===== src/rtl/mem_arbiter_pkg.sv =====
// Shared definitions for the fetch/data memory arbiter: port indices, response tags,
// and the word-alignment check.
package mem_arbiter_pkg;

  localparam int unsigned PORT_IF = 0;
  localparam int unsigned PORT_D  = 1;

  typedef enum logic [1:0] {
    TAG_NONE = 2'd0,
    TAG_IF   = 2'd1,
    TAG_D    = 2'd2
  } tag_e;

  // Only the two low address bits decide word alignment.
  function automatic logic is_aligned(input logic [1:0] addr_lsb);
    return addr_lsb == 2'b00;
  endfunction

endpackage


===== src/rtl/arb_rr2.sv =====
// Two-request round-robin picker.
// The grant is combinational and one-hot; the last-grant pointer is registered.
module arb_rr2
  import mem_arbiter_pkg::*;
(
  input  logic       i_clk,
  input  logic       i_reset,
  input  logic [1:0] i_req,
  output logic [1:0] o_gnt
);

  logic last_q;
  logic last_d;

  // last_q = 1 means data was granted last, so fetch wins the next conflict.
  always_comb begin
    o_gnt  = i_req;
    last_d = last_q;
    if (i_req == 2'b11) begin
      o_gnt = last_q ? 2'b01 : 2'b10;
    end
    if (o_gnt[PORT_D]) begin
      last_d = 1'b1;
    end else if (o_gnt[PORT_IF]) begin
      last_d = 1'b0;
    end
  end

  always_ff @(posedge i_clk) begin
    if (i_reset) begin
      last_q <= 1'b1;
    end else begin
      last_q <= last_d;
    end
  end

endmodule


===== src/rtl/mem_arbiter.sv =====
// Shares a one-cycle-latency word memory between fetch and load/store ports.
// Misaligned accesses are rejected with an error pulse.
module mem_arbiter
  import mem_arbiter_pkg::*;
#(
  parameter int unsigned W = 32,
  parameter int unsigned D = 8
) (
  input  logic         i_clk,
  input  logic         i_reset,
  input  logic         i_if_req,
  input  logic [D-1:0] i_if_addr,
  output logic         o_if_gnt,
  output logic         o_if_rvalid,
  output logic [W-1:0] o_if_rdata,
  output logic         o_if_err,
  input  logic         i_d_req,
  input  logic         i_d_we,
  input  logic [D-1:0] i_d_addr,
  input  logic [W-1:0] i_d_wdata,
  output logic         o_d_gnt,
  output logic         o_d_rvalid,
  output logic [W-1:0] o_d_rdata,
  output logic         o_d_err,
  output logic [D-1:0] o_mem_addr,
  output logic [W-1:0] o_mem_data,
  output logic         o_mem_read,
  output logic         o_mem_write,
  input  logic [W-1:0] i_mem_data
);

  logic [1:0] gnt;
  tag_e       tag_q, tag_d;
  logic       if_err_q, if_err_d;
  logic       d_err_q, d_err_d;

  arb_rr2 u_arb (
    .i_clk   (i_clk),
    .i_reset (i_reset),
    .i_req   ({i_d_req, i_if_req}),
    .o_gnt   (gnt)
  );

  assign o_if_gnt = gnt[PORT_IF];
  assign o_d_gnt  = gnt[PORT_D];

  // Command mux toward memory plus next-state for tag and error pulses.
  always_comb begin
    o_mem_addr  = '0;
    o_mem_data  = '0;
    o_mem_read  = 1'b0;
    o_mem_write = 1'b0;
    tag_d       = TAG_NONE;
    if_err_d    = 1'b0;
    d_err_d     = 1'b0;
    if (gnt[PORT_IF]) begin
      if (is_aligned(i_if_addr[1:0])) begin
        o_mem_addr = i_if_addr;
        o_mem_data = i_d_wdata;
        o_mem_read = 1'b1;
        tag_d      = TAG_IF;
      end else begin
        if_err_d = 1'b1;
      end
    end else if (gnt[PORT_D]) begin
      if (is_aligned(i_d_addr[1:0])) begin
        o_mem_addr  = i_d_addr;
        o_mem_data  = i_d_wdata;
        o_mem_read  = ~i_d_we;
        o_mem_write = i_d_we;
        tag_d       = i_d_we ? TAG_NONE : TAG_D;
      end else begin
        d_err_d = 1'b1;
      end
    end
  end

  always_ff @(posedge i_clk) begin
    if (i_reset) begin
      tag_q    <= TAG_NONE;
      if_err_q <= 1'b0;
      d_err_q  <= 1'b0;
    end else begin
      tag_q    <= tag_d;
      if_err_q <= if_err_d;
      d_err_q  <= d_err_d;
    end
  end

  // Responses are masked while reset is held so an in-flight read is dropped.
  assign o_if_rvalid = (tag_q == TAG_IF) && !i_reset;
  assign o_d_rvalid  = (tag_q == TAG_D) && !i_reset;
  assign o_if_err    = if_err_q && !i_reset;
  assign o_d_err     = d_err_q && !i_reset;
  assign o_if_rdata  = i_mem_data;
  assign o_d_rdata   = i_mem_data;

endmodule


===== config.mk =====
export PLATFORM = sky130hd
export DESIGN_NAME = mem_arbiter
export DESIGN_NICKNAME = d
export VERILOG_FILES = /design/src/rtl/mem_arbiter_pkg.sv /design/src/rtl/arb_rr2.sv /design/src/rtl/mem_arbiter.sv
export SDC_FILE = /design/constraint.sdc
export NUM_CORES = 1
export LEC_CHECK = 0
export CAP_MARGIN = 20
export CORE_AREA = 2 2 76 78
export CTS_CLUSTER_SIZE = 10
export DETAILED_ROUTE_END_ITERATION = 6
export DIE_AREA = 0 0 78 80
export GPL_TIMING_DRIVEN = 0
export PLACE_DENSITY = 0.85
export SYNTH_ARGS = -nofsm -noshare
export SYNTH_HDL_FRONTEND = slang
export SYNTH_HIERARCHICAL = 1
export SYNTH_SLANG_ARGS = --single-unit

===== constraint.sdc =====
create_clock -name i_clk -period 3 [get_ports i_clk]
set_input_delay 0.6 -clock i_clk [delete_from_list [all_inputs] [get_ports i_clk]]
set_output_delay 0.6 -clock i_clk [all_outputs]
set_load 0.005 [all_outputs]

==> results.tsv, run 1 <==
stage	metric	value	unit
global_routing	global-route wire length before repair	7250	um
global_routing	pin count of the biggest net entering global routing	11	
outcome	failing checks	negative setup slack	
worst_setup_path	worst path cell trace	clkdlybuf4s50_1 > or3b_4 > buf_4 > a21boi_1 > clkdlybuf4s50_1	
timing	post-route setup slack	-0.00257	ns
die	core area	5410	sq um
worst_setup_path	CP dominant cell by count	clkdlybuf4s50_1	
timing	final setup fails	1	
final_layout	P&R area growth vs syn	149	%
global_routing	Overall Global Routing Usage	14.7	%
worst_setup_path	Setup CP Type	in -> out	
synthesis	Unique masters post-synth	24	
synthesis	Mapped Area	1240	sq um
synthesis	Adder-Cell Fraction of Synth Area	0	%
synthesis	multiplexer share of the synthesized area	0	%
route	vias post-DR	1542	
timing	Max Freq	333	MHz
clock_network	cts hold-fix bufs	0	
power_and_ir_drop	Comb power frac	63.4	%
synthesis	largest family of logic cells by synthesized area	buffers and inverters	
outcome	status	complete, but fails checks	
die	number of top-level pins	197	
route	Post-Route WL	5050	um
synthesis	synth warn	6	
final_layout	Final #Nets	396	
worst_setup_path	Critical Path Sink Type	output pin	
route	Final ANT Viol Nets	0	
timing	final hold vios	0	
timing	RSZ-0062 raised after global routing	yes	
worst_hold_path	HP Class	reg -> reg	
timing	Worst Skew	0.000713	ns
route	drt drc	0	
placement	DPL Wire Length	4440	um
synthesis	Post-synth EDFFs	0	
timing	setup tns final	-0.00257	ns
final_layout	share of cells above drive strength 1	38.4	%
synthesis	Synth Instances	140	
synthesis	Synth Flop Type	dfxtp_1	
die	die area	6240	sq um
worst_setup_path	CP Launch Type	primary input	
synthesis	share of synthesized registers carrying an async set or reset	0	%
timing	final worst path period need	3.00	ns
die	Die X	78	um
die	FP Rows	27	
route	post-DR wirelength/cell	13.2	um
clock_network	clock latency on the worst-skew pair	0.22	ns
clock_network	htree depth	1	
power_and_ir_drop	Pint	411	uW
route	Detailed Route Iter0 Violations	11	
clock_network	CTS sink cnt	5	
power_and_ir_drop	Clk network pwr share	23.3	%
synthesis	xor and xnor area share after synthesis	0	%
synthesis	simple-gate share of the synthesized area	10.4	%
clock_network	Clock transition at path regs	0.04	ns
die	Starting Density	23.0	%
global_routing	GRT overflow	0	
synthesis	Synth Area in Compound Gates	33.9	%
power_and_ir_drop	sequential share of power	13.2	%
clock_network	TritonCTS Buffers	3	
flow_run	max_cap viols	0	
route	vias per cell	4.04	
power_and_ir_drop	switching power	123	uW
power_and_ir_drop	maximum VDD drop	0.000129	V
final_layout	Inserted Diodes	0	
worst_setup_path	arrival time worst endpoint	2.40	ns
placement	PortBufs	162	
global_routing	vias in the first global route	1577	
power_and_ir_drop	PwrDens	173	nW/um^2
synthesis	Avg Inst Size Synth	8.88	sq um
die	Die H	80	um
power_and_ir_drop	switching part of the total	23.1	%
placement	Final Wtd Congestion	0.714	
placement	pre-CTS setup slack	-0.850	ns
clock_network	CTS Buffer Depth	2	
worst_setup_path	critical path peak fanout	6	
worst_setup_path	critical path data required time	2.40	ns
worst_setup_path	CP max stage delay	0.53	ns
clock_network	CTS tree	built	
route	first drt pass iteration count	3	
synthesis	register area share after synthesis	8.05	%
synthesis	Synth Register Bits	5	
timing	pins over their slew limit	0	
power_and_ir_drop	leakage power figure	1.57	nW
worst_setup_path	slowest CP cell	clkdlybuf4s50_1	
global_routing	initial antenna violation count	0	
clock_network	Root Buffer	clkbuf_8	
timing	final worst path period share	100	%
[flip-flops by register name, summed over array words and instances, names as in the netlist]
name,cells
d_err_q,1
u_arb/last_q,1
tag_q,2
if_err_q,1
[critical path, delay by kind of cell]
kind	cells	cell delay [ns]
AOI/OAI and AO/OA	1	0.19
buffers and inverters	3	1.15
and+or+nand+nor	1	0.47
[final timing paths]
kind,start,to,slack (ns),cells after the start
max,i_if_addr[1],o_mem_data[0],-0.003,5
min,u_arb/last_q$_SDFFE_PP1P_,u_arb/last_q$_SDFFE_PP1P_,0.51,2
max reg2reg,u_arb/last_q$_SDFFE_PP1P_,tag_q[1]$_SDFF_PP0_,1.40,7
min reg2reg,u_arb/last_q$_SDFFE_PP1P_,u_arb/last_q$_SDFFE_PP1P_,0.51,2
[power groups by stage]
stage,sequential [mW],clock [mW],combinational [mW]
6_report,0.0707,0.125,0.339
5_1_grt,0.0710,0.132,0.361
4_1_cts,0.0706,0.127,0.339
3_5_place_dp,0.0716,0,0.338
3_3_place_gp,0.0714,0,0.334
2_1_floorplan,0.0713,0,0.126
[cell usage after synthesis, types with 2 or more instances]
| master | count | area share, % |
|---|---|---|
| a21boi_0 | 5 | 3.0 |
| a21boi_2 | 28 | 25 |
| a22o_1 | 6 | 4.2 |
| and2_1 | 2 | 1.0 |
| buf_12 | 3 | 4.8 |
| buf_2 | 3 | 1.2 |
| buf_4 | 66 | 40 |
| dfxtp_1 | 5 | 8.0 |
| nor2_1 | 3 | 0.91 |
| nor2b_1 | 2 | 1.0 |
| nor3b_1 | 4 | 2.4 |
[placed cells by master (no fill, tap or decap), types with 2 or more instances in the layout]
cell type | netlist | layout
buf_4 | 66 | 73
conb_1 | 1 | 2
nor2_1 | 3 | 3
dfxtp_1 | 5 | 5
nor3b_1 | 4 | 3
clkdlybuf4s15_1 | 0 | 2
clkdlybuf4s50_1 | 0 | 127
clkbuf_8 | 0 | 3
nor2b_1 | 2 | 2
dlymetal6s2s_1 | 0 | 15
dlygate4sd2_1 | 0 | 16
a21boi_2 | 28 | 28
a22o_1 | 6 | 6
a21boi_1 | 0 | 3
buf_12 | 3 | 3
[cell type report]
cell class | instances | area [sq um]
fill | 494 | 2310
buffer | 73 | 593
inverter | 1 | 3.75
clock buffer | 4 | 45.0
multi-input combinational | 61 | 594
timing repair buffer | 166 | 1670
tap | 72 | 90.1
sequential | 5 | 100
[stage by stage]
step	power (mW)	utilization, %	area (sq um)	std cells	hold WS, ns
2_1_floorplan	0.197	-	1250	141	0.472
3_3_place_gp	0.405	54.7	2960	375	0.482
3_5_place_dp	0.410	54.7	2960	375	0.508
4_1_cts	0.537	55.9	3020	379	0.526
5_1_grt	0.564	57.2	3090	382	0.550
6_report	0.534	57.2	3090	382	0.512
[cells by family after synthesis]
logic type             Yosys count
buffers and inverters           75
DFF                              5
and+or+nand+nor                 18
AOI/OAI and AO/OA               41
other                            1
[routing by layer]
layer | vias to the layer above | part of all wire (%) | global-route usage (%)
li1 | 742 | - | -
met1 | 680 | 29 | 12.2
met2 | 114 | 58 | 31.8
met3 | 6 | 12 | 4.64
met4 | 0 | 1.3 | 4.56
met5 | - | 0 | 0
[repair_timing]
action                                  4_1_cts  5_1_grt
endpoints found under the setup margin       40       40
setup buffers                                 1        3
pin swaps                                     0        1
resized for setup                            35       22
No activity file was read; power rests on OpenSTA's default activity.
==> run 2: changes to the inputs <==
- CORE_AREA: 2 2 76 78 -> 2 2 55 109
- DIE_AREA: 0 0 78 80 -> 0 0 57 111
- PLACE_DENSITY: 0.85 -> 0.84
- clock period: 3 -> 2.8 ns (I/O delays scaled with it)
==> run 2 against run 1 <==
Compared with the run above:
- the run now ends clean
- highest routed layer unchanged
- clock skew barely moved
- largest cell class unchanged
- global-route usage rose by 1.8 points
- count of clock-buffer cells in the layout did not move
- worst hold slack improved by 0.015 ns
==> results.tsv, run 2 (synthesized netlist as in run 1, its figures left out) <==
stage	metric	value	unit	change
placement	PortBufs	162		unchanged
worst_setup_path	CP max stage delay	0.51	ns	-0.02 ns
worst_setup_path	critical path depth in cells	5		unchanged
power_and_ir_drop	Power, Total	687	uW	+29%
global_routing	initial antenna violation count	0		unchanged
clock_network	htree depth	1		unchanged
die	die area	6330	sq um	+1.4%
placement	DPL Wire Length	4810	um	+8.4%
power_and_ir_drop	sequential share of power	11.0	%	-2.2 points
clock_network	Clock transition at path regs	0.03	ns	about the same
route	post-DR wirelength/cell	14.7	um	+11%
flow_run	max_cap viols	0		unchanged
die	number of top-level pins	197		unchanged
timing	Max Freq	368	MHz	
worst_setup_path	slowest CP cell	clkdlybuf4s50_1		
power_and_ir_drop	Clk network pwr share	35.2	%	+12 points
final_layout	Inserted Diodes	0		unchanged
global_routing	pin count of the biggest net entering global routing	11		unchanged
worst_setup_path	worst path cell trace	clkdlybuf4s50_1 > or3b_4 > buf_4 > a21boi_2 > dlygate4sd2_1		
final_layout	P&R area growth vs syn	151	%	
placement	Final Wtd Congestion	0.777		+8.9%
route	vias post-DR	1570		+1.8%
power_and_ir_drop	Pint	533	uW	+30%
worst_setup_path	CP Launch Type	primary input		
timing	final worst path period share	97.2	%	
route	first drt pass iteration count	4		+1
worst_setup_path	arrival time worst endpoint	2.16	ns	-0.24 ns
die	core area	5560	sq um	+2.9%
power_and_ir_drop	switching part of the total	22.4	%	-0.64 points
clock_network	CTS sink cnt	5		unchanged
worst_hold_path	worst hold stages	2		unchanged
final_layout	most common cell after layout, fill and taps aside	clkdlybuf4s50_1		
final_layout	Largest register FFs	2		unchanged
final_layout	Top reg by flops	tag_q		
clock_network	Root Buffer	clkbuf_16		
power_and_ir_drop	PwrDens	220	nW/um^2	+27%
worst_setup_path	worst path bufs/invs	3		unchanged
clock_network	TritonCTS Buffers	3		unchanged
timing	final hold vios	0		unchanged
power_and_ir_drop	Comb power frac	53.8	%	-9.6 points
timing	final setup fails	0		-1
worst_setup_path	Setup crit start	i_if_addr[0]		
worst_setup_path	critical path peak fanout	10		+4
global_routing	global-route wire length before repair	8110	um	+12%
global_routing	Overall Global Routing Usage	16.5	%	+1.8 points
power_and_ir_drop	maximum VDD drop	0.000412	V	+220%
worst_setup_path	delay-heaviest family, CP	buffers and inverters		
timing	post-route setup slack	0.0795	ns	+0.0820 ns
clock_network	cts hold-fix bufs	0		unchanged
final_layout	share of cells above drive strength 1	41.8	%	+3.4 points
route	vias per cell	4.16		+3.2%
worst_setup_path	critical path data required time	2.24	ns	-0.16 ns
die	Die H	111	um	+39%
route	Detailed Route Iter0 Violations	35		+24
clock_network	CTS Buffer Depth	2		unchanged
worst_hold_path	launch point of the worst hold path	u_arb/last_q$_SDFFE_PP1P_		
final_layout	most frequent cells in the layout	119 x clkdlybuf4s50_1, 75 x buf_4, 28 x a21boi_2, 28 x dlygate4sd2_1, 6 x a22o_1		
timing	setup tns final	0	ns	+0.00257 ns
worst_setup_path	Critical Path Sink Type	output pin		
clock_network	clock latency on the worst-skew pair	0.23	ns	about the same
die	Die X	57	um	-27%
die	FP Rows	39		+44%
worst_setup_path	Setup CP Type	in -> out		
power_and_ir_drop	leakage power figure	1.53	nW	-2.2%
timing	final worst path period need	2.72	ns	
worst_setup_path	reg2reg path depth	7		unchanged
route	Final ANT Viol Nets	0		unchanged
outcome	status	finished, final reports clean		
timing	Worst Skew	0.000426	ns	-0.000286 ns
route	Post-Route WL	5530	um	+9.6%
global_routing	GRT overflow	0		unchanged
timing	pins over their slew limit	0		unchanged
clock_network	CTS tree	built		
placement	pre-CTS setup slack	-0.895	ns	-0.0447 ns
route	drt drc	0		unchanged
global_routing	vias in the first global route	1577		unchanged
timing	RSZ-0062 raised after global routing	no		
power_and_ir_drop	switching power	154	uW	+25%
worst_hold_path	HP Class	reg -> reg		
worst_setup_path	Reg2Reg Launch Point	u_arb/last_q$_SDFFE_PP1P_		
final_layout	Final #Nets	402		+1.5%
die	Starting Density	22.4	%	-0.65 points
run 2: through the flow:
| stage | cells | hold slack [ns] | utilization [%] | cell area, sq um |
|---|---|---|---|---|
| after detailed placement | 364 | 0.505 | 52.9 | 2950 |
| after global routing | 377 | 0.551 | 56.2 | 3130 |
| after global placement | 364 | 0.483 | 52.9 | 2950 |
| after floorplan | 141 | 0.472 | - | 1250 |
| after CTS | 373 | 0.530 | 55.8 | 3100 |
| final | 377 | 0.526 | 56.2 | 3130 |
run 2: per-layer routing:
layer | vias up | global-route usage [%] | wire [um]
met5 | - | 0 | 0
met4 | 0 | 5.58 | 77
met3 | 4 | 7.23 | 878
met2 | 149 | 28.7 | 2760
met1 | 662 | 17.1 | 1810
li1 | 755 | - | -
run 2: tightest hold or removal path: cells and delay by family (launching register included):
kind             cells  cell delay [ns]
flip-flops           1             0.31
AO/OA/AOI/OAI        1             0.11
AND/OR/NAND/NOR      1             0.07
run 2: power by group through the flow:
stage	clock, mW	sequential (mW)	combinational (mW)
after floorplan	0	0.0764	0.135
after global placement	0	0.0765	0.360
after detailed placement	0	0.0767	0.365
after CTS	0.243	0.0757	0.368
after global routing	0.248	0.0762	0.392
final	0.242	0.0758	0.369
run 2: layout make-up:
cell class,count,area (sq um)
multi-input cells,61,601
fillers,455,2440
clock buffers,4,78.8
plain buffers,72,578
repair buffers,173,1690
inverters,1,3.75
well taps,61,76.3
flip-flops and latches,5,100
run 2: final timing paths:
kind	to	slack, ns
max	o_mem_data[12]	0.08
min	u_arb/last_q$_SDFFE_PP1P_	0.53
max reg2reg	tag_q[1]$_SDFF_PP0_	1.18
min reg2reg	u_arb/last_q$_SDFFE_PP1P_	0.53
run 2: what timing repair did:
action,CTS,global route
pin swaps,4,6
endpoints found under the setup margin,41,23
gates resized for setup,73,11
gates cloned,1,0
buffers inserted,6,4
==> run 3: changes to the inputs <==
- CORE_AREA: 2 2 55 109 -> 2 2 77 79
- DIE_AREA: 0 0 57 111 -> 0 0 79 81
- PLACE_DENSITY: 0.84 -> 0.83
==> run 3 against run 2 <==
Compared with the run above:
- core utilization shrank 1.9 points
- sequential power is essentially flat
- count of clock-buffer cells in the layout is the same
- global-route usage shrank 1.8 points
- critical path depth grew 2
- clock power shrank 46%
- worst hold slack gained 0.077 ns
- critical endpoint is now o_mem_data[15]
- first-iteration DRC count grew 5.7%
==> results.tsv, run 3 (synthesized netlist as in run 1, its figures left out) <==
stage	metric	value	unit	change
flow_run	max_cap viols	0		unchanged
placement	DPL Wire Length	4390	um	-8.7%
route	Met3 Wirelength	660	um	-25%
worst_setup_path	reg2reg path depth	7		unchanged
die	die area	6400	sq um	+1.1%
timing	pins over their slew limit	0		unchanged
clock_network	Clock transition at path regs	0.03	ns	about the same
worst_setup_path	worst path bufs/invs	4		+1
route	first drt pass iteration count	4		unchanged
final_layout	P&R area growth vs syn	148	%	
worst_setup_path	Reg2Reg Launch Point	u_arb/last_q$_SDFFE_PP1P_		
worst_setup_path	critical path data required time	2.24	ns	about the same
timing	final hold vios	0		unchanged
worst_setup_path	worst path cell trace	clkdlybuf4s15_1 > and2_4 > or4b_4 > buf_6 > bufbuf_16 > a21boi_2 > buf_2		
outcome	status	finished, final reports clean		
placement	pre-CTS setup slack	-0.957	ns	-0.0628 ns
placement	Final Wtd Congestion	0.720		-7.4%
power_and_ir_drop	maximum VDD drop	0.0000814	V	-80%
timing	post-route setup slack	0.117	ns	+0.0379 ns
worst_setup_path	slowest CP cell	or4b_4		
worst_setup_path	worst reg2reg setup slack	1.20	ns	+0.02 ns
die	number of top-level pins	197		unchanged
worst_setup_path	Critical Path Sink Type	output pin		
global_routing	initial antenna violation count	0		unchanged
die	FP Rows	28		-28%
route	met1 wire length	1640	um	-9.5%
global_routing	Overall Global Routing Usage	14.7	%	-1.8 points
placement	PortBufs	162		unchanged
timing	final setup fails	0		unchanged
clock_network	cts hold-fix bufs	0		unchanged
final_layout	Largest register FFs	2		unchanged
timing	Worst Skew	0.00198	ns	+0.00156 ns
route	drt drc	0		unchanged
route	top sig layer	met4		
worst_setup_path	arrival time worst endpoint	2.12	ns	-0.04 ns
global_routing	GRT overflow	0		unchanged
final_layout	Top reg by flops	tag_q		
final_layout	most frequent cells in the layout	118 x clkdlybuf4s50_1, 80 x buf_4, 28 x a21boi_2		
worst_hold_path	HP Class	reg -> reg		
timing	final worst path period need	2.68	ns	-0.0379 ns
worst_setup_path	CP max stage delay	0.50	ns	about the same
power_and_ir_drop	leakage power figure	1.47	nW	-3.8%
global_routing	vias in the first global route	1585		+0.51%
final_layout	fin area	3080	sq um	-1.4%
power_and_ir_drop	PwrDens	186	nW/um^2	-15%
global_routing	pin count of the biggest net entering global routing	11		unchanged
worst_setup_path	delay-heaviest family, CP	buffers and inverters		
worst_setup_path	Setup CP Type	in -> out		
worst_hold_path	launch point of the worst hold path	u_arb/last_q$_SDFFE_PP1P_		
worst_hold_path	WHS Endpoint	u_arb/last_q$_SDFFE_PP1P_		
placement	placed instance area	2960	sq um	+0.59%
final_layout	Final #Nets	407		+1.2%
global_routing	global-route wire length before repair	7430	um	-8.4%
die	core area	5680	sq um	+2.0%
route	vias per cell	4.01		-3.7%
clock_network	CTS tree	built		
worst_hold_path	worst hold stages	2		unchanged
route	Post-Route WL	5230	um	-5.5%
route	met2 routed WL	2900	um	+5.0%
timing	RSZ-0062 raised after global routing	no		
final_layout	share of cells above drive strength 1	46.1	%	+4.3 points
worst_setup_path	RR Endpoint	tag_q[1]$_SDFF_PP0_		
clock_network	CTS sink cnt	5		unchanged
clock_network	TritonCTS Buffers	3		unchanged
worst_setup_path	critical path peak fanout	5		-5
clock_network	Root Buffer	clkbuf_8		
timing	final worst path period share	95.8	%	-1.4 points
timing	Max Freq	373	MHz	+1.4%
route	Final ANT Viol Nets	0		unchanged
clock_network	htree depth	1		unchanged
die	Die H	81	um	-27%
die	Starting Density	21.9	%	-0.44 points
clock_network	CTS Buffer Depth	2		unchanged
worst_setup_path	CP Launch Type	primary input		
clock_network	clock latency on the worst-skew pair	0.22	ns	about the same
route	post-DR wirelength/cell	13.2	um	-10%
die	Die X	79	um	+39%
route	vias post-DR	1588		+1.1%
final_layout	Inserted Diodes	0		unchanged
route	Detailed Route Iter0 Violations	37		+5.7%
final_layout	most common cell after layout, fill and taps aside	clkdlybuf4s50_1		
-- run 3: changes by cell type in the layout (fill, tap and decap cells not counted), moves of 2 or more --
cell and delta:
buf_4 +5, clkbuf_8 +3, clkdlybuf4s15_1 +2, buf_2 +15
clkbuf_16 -3, dlymetal6s2s_1 -3, clkbuf_2 -3, dlygate4sd2_1 -9
-- run 3: metal layers --
layer | up-vias | track usage, %
met4 | 0 | 3.62
met1 | 700 | 13.4
met5 | - | 0
met2 | 121 | 30.8
met3 | 2 | 4.89
li1 | 765 | -
-- run 3: worst min-delay path, cell delays in order (launching register included) --
cell and delay [ns]:
dfxtp_1 0.35, or2_1 0.11, a21o_1 0.11
-- run 3: stage by stage --
stage | instances | hold slack [ns] | setup TNS [ns] | power, mW | utilization [%]
global placement | 378 | 0.481 | -33.53 | 0.434 | 52.2
floorplan | 141 | 0.472 | 0 | 0.211 | -
CTS | 394 | 0.529 | 0 | 0.575 | 53.9
finish | 396 | 0.603 | 0 | 0.572 | 54.3
detailed placement | 378 | 0.504 | -33.79 | 0.439 | 52.2
global route | 396 | 0.648 | 0 | 0.605 | 54.3
-- run 3: how the worst max path moves through the flow --
| stage | from | slack (ns) | cells after the start | end |
|---|---|---|---|---|
| after detailed placement | i_if_req | -0.96 | 5 | o_mem_addr[6] |
| after global routing | i_d_req | 0.02 | 8 | o_mem_data[29] |
| after global placement | i_if_req | -0.94 | 5 | o_mem_addr[6] |
| after CTS | i_if_req | 0.04 | 7 | o_mem_data[15] |
| after floorplan | i_if_req | 0.30 | 5 | o_mem_data[10] |
| final | i_d_req | 0.12 | 7 | o_mem_data[15] |
-- run 3: cell type report --
class / count / area, sq um
fillers: 519 / 2590
repair buffers: 178 / 1660
multi-input cells: 61 / 601
plain buffers: 72 / 582
flip-flops and latches: 5 / 100
well taps: 75 / 93.8
clock buffers: 4 / 45.0
inverters: 1 / 3.75
-- run 3: what timing repair did --
item                       CTS  global route
pin swaps                    6             2
setup buffers               13             2
setup endpoints to repair   41            22
gates cloned                 1             0
gates resized for setup    117             6
-- run 3: power breakdown --
group | internal [mW] | switching [mW] | total (mW)
combinational | 0.268 | 0.0972 | 0.365
sequential | 0.0745 | 0.00125 | 0.0758
clock | 0.0976 | 0.0336 | 0.131
total | 0.440 | 0.132 | 0.572
